File: config.mk
export PLATFORM = sky130hd
export DESIGN_NAME = demux8_16bit_reg_flat
export DESIGN_NICKNAME = d
export VERILOG_FILES = /design/src/rtl/demux8_16bit_reg_if.sv /design/src/rtl/demux8_16bit_reg.sv /design/src/flat_wrapper.sv
export SDC_FILE = /design/constraint.sdc
export NUM_CORES = 1
export LEC_CHECK = 0
export ABC_AREA = 1
export CAP_MARGIN = 20
export CORE_MARGIN = 5
export CORE_UTILIZATION = 40
export DETAILED_ROUTE_END_ITERATION = 7
export SLEW_MARGIN = 20
export SYNTH_ARGS = -nofsm -noshare
export SYNTH_HDL_FRONTEND = slang
export SYNTH_SLANG_ARGS = --single-unit
File: constraint.sdc
create_clock -name clk -period 2.4 [get_ports clk]
set_clock_uncertainty 0.15 [all_clocks]
set_input_delay 0.72 -clock clk [delete_from_list [all_inputs] [get_ports clk]]
set_output_delay 0.72 -clock clk [all_outputs]
set_load 0.05 [all_outputs]
File: src/rtl/demux8_16bit_reg_if.sv
// demux8_16bit_reg_if: write/read bus of the registered 1-to-8 demultiplexer.
//   master (source side): drives in, s, wr_valid, clr; observes wr_ready,
//                         out0..out7, vld, upd, busy.
//   slave  (demux side) : the mirror image.
// Optional macro DEMUX8_RDBACK_EN adds rd_s (master->slave) and rd_data
// (slave->master) for combinational read-back with write-through forwarding.
interface demux8_16bit_reg_if #(
  parameter int unsigned WIDTH = 16
);
  logic [WIDTH-1:0] in;
  logic [2:0]       s;
  logic             wr_valid;
  logic             wr_ready;
  logic             clr;
  logic [WIDTH-1:0] out0;
  logic [WIDTH-1:0] out1;
  logic [WIDTH-1:0] out2;
  logic [WIDTH-1:0] out3;
  logic [WIDTH-1:0] out4;
  logic [WIDTH-1:0] out5;
  logic [WIDTH-1:0] out6;
  logic [WIDTH-1:0] out7;
  logic [7:0]       vld;
  logic [7:0]       upd;
  logic             busy;
`ifdef DEMUX8_RDBACK_EN
  logic [2:0]       rd_s;
  logic [WIDTH-1:0] rd_data;

  modport master (
    output in, s, wr_valid, clr, rd_s,
    input  wr_ready, out0, out1, out2, out3, out4, out5, out6, out7,
           vld, upd, busy, rd_data
  );

  modport slave (
    input  in, s, wr_valid, clr, rd_s,
    output wr_ready, out0, out1, out2, out3, out4, out5, out6, out7,
           vld, upd, busy, rd_data
  );
`else
  modport master (
    output in, s, wr_valid, clr,
    input  wr_ready, out0, out1, out2, out3, out4, out5, out6, out7,
           vld, upd, busy
  );

  modport slave (
    input  in, s, wr_valid, clr,
    output wr_ready, out0, out1, out2, out3, out4, out5, out6, out7,
           vld, upd, busy
  );
`endif
endinterface

File: src/rtl/demux8_16bit_reg.sv
// demux8_16bit_reg: registered 1-to-8 demultiplexer, write-side counterpart
// of mux8_16bit. A word on bus.in is steered by bus.s into one of eight held
// output registers under a valid/ready handshake, with per-output valid
// flags, one-cycle update strobes and a sequential 8-cycle clear sweep.
//
// Ports:
//   clk    rising-edge clock
//   rst_n  asynchronous active-low reset
//   bus    demux8_16bit_reg_if.slave:
//          in/s/wr_valid -> write request, wr_ready <- accept this cycle
//          clr           -> start clear sweep (wins over a same-cycle write)
//          out0..out7    <- held output registers
//          vld/upd       <- per-output valid flags / one-cycle write strobes
//          busy          <- clear sweep in progress
//
// Parameters:
//   WIDTH    data width (must match the interface WIDTH)
//   CLR_INIT 1: run a clear sweep right after reset release; 0: go idle
//
// Optional macro DEMUX8_RDBACK_EN: enables rd_s/rd_data read-back, where
// rd_data = out[rd_s], forwarded from bus.in on a same-cycle accepted write.
module demux8_16bit_reg #(
  parameter int unsigned WIDTH    = 16,
  parameter bit          CLR_INIT = 1'b1
) (
  input  logic                 clk,
  input  logic                 rst_n,
  demux8_16bit_reg_if.slave    bus
);

  typedef enum logic [1:0] {
    RST_HOLD = 2'd0,
    IDLE     = 2'd1,
    CLEAR    = 2'd2
  } state_t;

  state_t           state_q, state_d;
  logic [2:0]       cnt_q,   cnt_d;
  logic [WIDTH-1:0] out_q [8];
  logic [WIDTH-1:0] out_d [8];
  logic [7:0]       vld_q,   vld_d;
  logic [7:0]       upd_q,   upd_d;

  logic wr_ready;
  logic wr_accept;

  // clr blocks acceptance so a simultaneous write is never half-applied
  // before the sweep starts.
  assign wr_ready  = (state_q == IDLE) && !bus.clr;
  assign wr_accept = bus.wr_valid && wr_ready;

  always_comb begin
    state_d = state_q;
    cnt_d   = cnt_q;
    out_d   = out_q;
    vld_d   = vld_q;
    upd_d   = '0;
    case (state_q)
      RST_HOLD: begin
        cnt_d   = '0;
        state_d = CLR_INIT ? CLEAR : IDLE;
      end
      IDLE: begin
        if (bus.clr) begin
          state_d = CLEAR;
          cnt_d   = '0;
        end else if (wr_accept) begin
          out_d[bus.s] = bus.in;
          vld_d[bus.s] = 1'b1;
          upd_d[bus.s] = 1'b1;
        end
      end
      CLEAR: begin
        out_d[cnt_q] = '0;
        vld_d[cnt_q] = 1'b0;
        cnt_d        = cnt_q + 3'd1;
        if (cnt_q == 3'd7) begin
          state_d = IDLE;
        end
      end
      default: begin
        state_d = IDLE;
        cnt_d   = '0;
      end
    endcase
  end

  always_ff @(posedge clk or negedge rst_n) begin
    if (!rst_n) begin
      state_q <= RST_HOLD;
      cnt_q   <= '0;
      out_q   <= '{default: '0};
      vld_q   <= '0;
      upd_q   <= '0;
    end else begin
      state_q <= state_d;
      cnt_q   <= cnt_d;
      out_q   <= out_d;
      vld_q   <= vld_d;
      upd_q   <= upd_d;
    end
  end

  assign bus.wr_ready = wr_ready;
  assign bus.busy     = (state_q == CLEAR);
  assign bus.vld      = vld_q;
  assign bus.upd      = upd_q;
  assign bus.out0     = out_q[0];
  assign bus.out1     = out_q[1];
  assign bus.out2     = out_q[2];
  assign bus.out3     = out_q[3];
  assign bus.out4     = out_q[4];
  assign bus.out5     = out_q[5];
  assign bus.out6     = out_q[6];
  assign bus.out7     = out_q[7];

`ifdef DEMUX8_RDBACK_EN
  // Forward the incoming word when it targets the read-back index so the
  // reader never sees the stale value during the write cycle.
  assign bus.rd_data = !rst_n                             ? '0 :
                       (wr_accept && (bus.s == bus.rd_s)) ? bus.in :
                                                            out_q[bus.rd_s];
`endif

endmodule
File: src/flat_wrapper.sv
// flat-port wrapper written by rule: the top's interface ports become plain ports
module demux8_16bit_reg_flat 
#(
  parameter int unsigned WIDTH    = 16,
  parameter bit          CLR_INIT = 1'b1
)
  (clk, rst_n, bus_in, bus_s, bus_wr_valid, bus_clr, bus_wr_ready, bus_out0, bus_out1, bus_out2, bus_out3, bus_out4, bus_out5, bus_out6, bus_out7, bus_vld, bus_upd, bus_busy);
  demux8_16bit_reg_if #(.WIDTH(WIDTH)) bus_i ();
  input  logic clk;
  input  logic rst_n;
  input wire logic [$bits(bus_i.in)-1:0] bus_in;
  input wire logic [$bits(bus_i.s)-1:0] bus_s;
  input wire logic [$bits(bus_i.wr_valid)-1:0] bus_wr_valid;
  input wire logic [$bits(bus_i.clr)-1:0] bus_clr;
  output wire logic [$bits(bus_i.wr_ready)-1:0] bus_wr_ready;
  output wire logic [$bits(bus_i.out0)-1:0] bus_out0;
  output wire logic [$bits(bus_i.out1)-1:0] bus_out1;
  output wire logic [$bits(bus_i.out2)-1:0] bus_out2;
  output wire logic [$bits(bus_i.out3)-1:0] bus_out3;
  output wire logic [$bits(bus_i.out4)-1:0] bus_out4;
  output wire logic [$bits(bus_i.out5)-1:0] bus_out5;
  output wire logic [$bits(bus_i.out6)-1:0] bus_out6;
  output wire logic [$bits(bus_i.out7)-1:0] bus_out7;
  output wire logic [$bits(bus_i.vld)-1:0] bus_vld;
  output wire logic [$bits(bus_i.upd)-1:0] bus_upd;
  output wire logic [$bits(bus_i.busy)-1:0] bus_busy;
  assign bus_i.in = bus_in;
  assign bus_i.s = bus_s;
  assign bus_i.wr_valid = bus_wr_valid;
  assign bus_i.clr = bus_clr;
  assign bus_wr_ready = bus_i.wr_ready;
  assign bus_out0 = bus_i.out0;
  assign bus_out1 = bus_i.out1;
  assign bus_out2 = bus_i.out2;
  assign bus_out3 = bus_i.out3;
  assign bus_out4 = bus_i.out4;
  assign bus_out5 = bus_i.out5;
  assign bus_out6 = bus_i.out6;
  assign bus_out7 = bus_i.out7;
  assign bus_vld = bus_i.vld;
  assign bus_upd = bus_i.upd;
  assign bus_busy = bus_i.busy;
  demux8_16bit_reg #(.WIDTH(WIDTH), .CLR_INIT(CLR_INIT)) u_core (.clk(clk), .rst_n(rst_n), .bus(bus_i));
endmodule
==> metrics.txt <==
number of flops mapped to enable cells by yosys=0; Total Die Area=about 0.024 mm2; worst slew pin tran=0.491 ns; Placement Cell Area=a little over 0.01 mm2; CP Capture Type=output pin; Pleak=0.00614 uW; dominant cell type by count on the critical path=inv_2; cell type of the slowest stage on the worst timing path=clkdlybuf4s50_1; ratio of final minimum period to clock period=a little over nine tenths; cts-stage hold buffer count=0; number of buffers and inverters on the critical path=4; achievable frequency=between 400 and 500 MHz; n_diodes=0; total number of nets in the final design=1345; Most used DFF post-synth=dfrtp_1; crit path kind=in -> out; final setup margin=about 0.048 ns; number of failing setup endpoints in the final timing report=0; number of clock buffers inserted by TritonCTS=17; DR vias/cell=about 5.3; maximum single-stage delay on the critical path=0.47 ns; Required @ worst endpoint=between 1.5 and 2 ns; largest vdd supply drop=roughly 0.00086 V; Area growth, synth to finish=26.7%; final antenna-violating net count=0; count of standard-cell rows=53; CP Data Arrival Time=1.48 ns; post-route DRC violation count=0; post-CTS setup-driven buffer insertion count=0; Avg WL per Cell=18.3 um; effective utilization at floorplan=40.7%; vias in the first global route=roughly 8000; minimum period implied by the final worst setup slack=between 2 and 2.5 ns; wire length of the first global-routing pass=between 40000 and 50000 um; gate count of the mapped netlist=between 1000 and 1500; I/O pins=around 170; tightest slew margin relative to the limit=67.3%; Max Slew Vio Count=0; number of DRC markers in iteration 0=~660; maximum buffer depth of the clock tree=2; post-synthesis sequential area ratio=between 40% and 50%; Seq cells post-synth=roughly 150; total via count in the routed design=around 8500; count of clock tree sinks=roughly 150; share of cells above drive strength 1=21.5%; global placer's final weighted congestion=about 0.83; clock transition at the registers of the reported paths=around 0.06 ns; Post-Layout Cell Count=~1600; peak fanout along the critical path=2; power density of the placed cells=1650 mW/mm2; top cell family by delay on the critical path=buffers and inverters; max-capacitance violation count=0; Hold Path Class=in -> async; number of port buffers=around 170; largest net degree at the start of global routing=between 90 and 100; leading area contributor after synthesis=dfrtp_1; number of distinct library cells after synthesis=24; post-detailed-routing wire length=29300 um; area share of the largest cell type after synthesis=a little over two fifths; setup slack at placement=-0.0297 ns; Cell Area, Synth=around 0.0085 mm2; clock insertion delay at the later pin of the skew report=around 0.42 ns; placeable core region=0.0210 mm2; placed insts=around 1600; fin util=51.5%; Pre-antenna DRT Iters=4; chip height=between 150 and 200 um; Root Driver=clkbuf_16; top-count cell post-synth=nand2_1; Async SR Flop Fraction=100%; outcome=finished, final reports clean; most used standard cells in the synthesized netlist=566 x nand2_1, 177 x nand3_1, 149 x dfrtp_1, 98 x nand4_1, 44 x buf_2; biggest area contributors in the synthesized netlist=dfrtp_1 44%, nand2_1 25%, nand3_1 10%; Warnings, synthesis=0; Total GRT Usage=a little under a quarter; number of antenna violations at the first check in global routing=0; unrepaired setup endpoints after global routing=no; HPWL after detailed placement=18700 um; H-tree depth=4; width of the die=156 um; CTS tree=built; total overflow reported by the global router=0; syn avg cell area=about 7.3 um2; crit-path cells=clkdlybuf4s50_1, inv_2, nand2_2, inv_2, buf_12; nature of the critical path startpoint=input port; post-route cell area=~0.011 mm2; final hold vios=0; syn nets=1201; total design power=17800 uW
-- routing by layer --
metal  vias up  routed length, um  share of wire, %  track usage [%]
met3        41               2120               7.2             4.88
li1       4121                  -                 -                -
met2       319              13500                46             37.1
met4         0                741               2.5             7.69
met1      3976              13000                44             33.8
met5         -                  0                 0                0
-- report_power, final --
part	leakage, uW	switching [uW]	internal (uW)
logic	0.00383	7530	2850
clock network	0.000280	1080	1610
registers	0.00203	1120	3660
total	0.00614	9720	8120
-- path summary, 6_finish.rpt --
kind	startpoint	end	slack, ns	depth (start not counted)
setup / recovery	bus_clr	bus_wr_ready	0.05	5
min in group clk	u_core.bus.vld[4]$_DFFE_PN0P_	u_core.bus.vld[4]$_DFFE_PN0P_	0.32	2
setup reg to reg	u_core.state_q[0]$_DFFE_PN0P_	u_core.bus.out3[7]$_DFFE_PN0P_	0.43	8
max in group asynchronous	rst_n	u_core.bus.out3[0]$_DFFE_PN0P_	1.36	2
hold / removal	rst_n	u_core.bus.out1[8]$_DFFE_PN0P_	0.07	1
hold reg to reg	u_core.bus.vld[4]$_DFFE_PN0P_	u_core.bus.vld[4]$_DFFE_PN0P_	0.32	2
-- area by class of cell --
type                    instances  area [um2]
well taps                     275         344
fillers                      2070       10200
flip-flops and latches        149        3730
inverters                      28         113
clock inverters                 8        98.8
clock buffers                  24         482
multi-input cells             896        4160
repair buffers                225        1900
-- sequential cells by signal, indices dropped and copies added (netlist names) --
signal	count
u_core.bus.out3	16
u_core.bus.out1	16
u_core.bus.out4	16
u_core.state_q	2
u_core.bus.out6	16
u_core.cnt_q	3
u_core.bus.out0	16
u_core.bus.vld	8
u_core.bus.out7	16
u_core.bus.out2	16
u_core.bus.upd	8
u_core.bus.out5	16
-- what timing repair did --
item                       in CTS  in global routing
setup endpoints to repair       1                  1
pin swaps                       0                  0
gates resized for setup         1                  3
-- stage by stage --
step | hold slack, ns | setup TNS, ns
final | 0.0651 | 0
after floorplan | 0.274 | 0
after global placement | 0.311 | 0
after global routing | 0.0956 | 0
after CTS | 0.0788 | 0
after detailed placement | 0.318 | -0.257
-- cells by family after synthesis --
group	Yosys count	synth area share (%)
buffers and inverters	128	8.07
AO/OA/AOI/OAI	6	0.351
flip-flops	149	43.6
AND/OR/NAND/NOR	885	47.2
adder cells (fa/ha/maj)	5	0.732
-- worst reg2reg max path, delay by kind of cell (launching register included) --
family                     cells  cell delay [ns]
DFF                            1             0.39
buffers and inverters          3             0.82
and+or+nand+nor                4             0.34
adders and majority gates      1             0.21
-- placed cells by master (no fill, tap or decap), types with 2 or more instances in the layout --
cell type,netlist,layout
inv_2,13,14
nand3_2,8,8
clkdlybuf4s50_1,0,20
ha_4,0,2
ha_1,5,3
nor2_1,10,10
nand4_1,98,98
clkbuf_16,0,17
nor2_2,3,3
inv_4,3,3
bufinv_16,0,2
nand2_4,3,3
clkinvlp_4,0,2
nand3_1,177,177
nor2_8,6,6
dfrtp_1,149,149
nand2_2,8,9
clkbuf_8,0,3
clkinv_2,0,3
clkbuf_1,24,4
nand2_1,566,565
buf_12,0,13
buf_4,17,190
nor2_4,4,4
inv_1,12,11
o21ai_0,5,5
No activity file was read; power rests on OpenSTA's default activity.
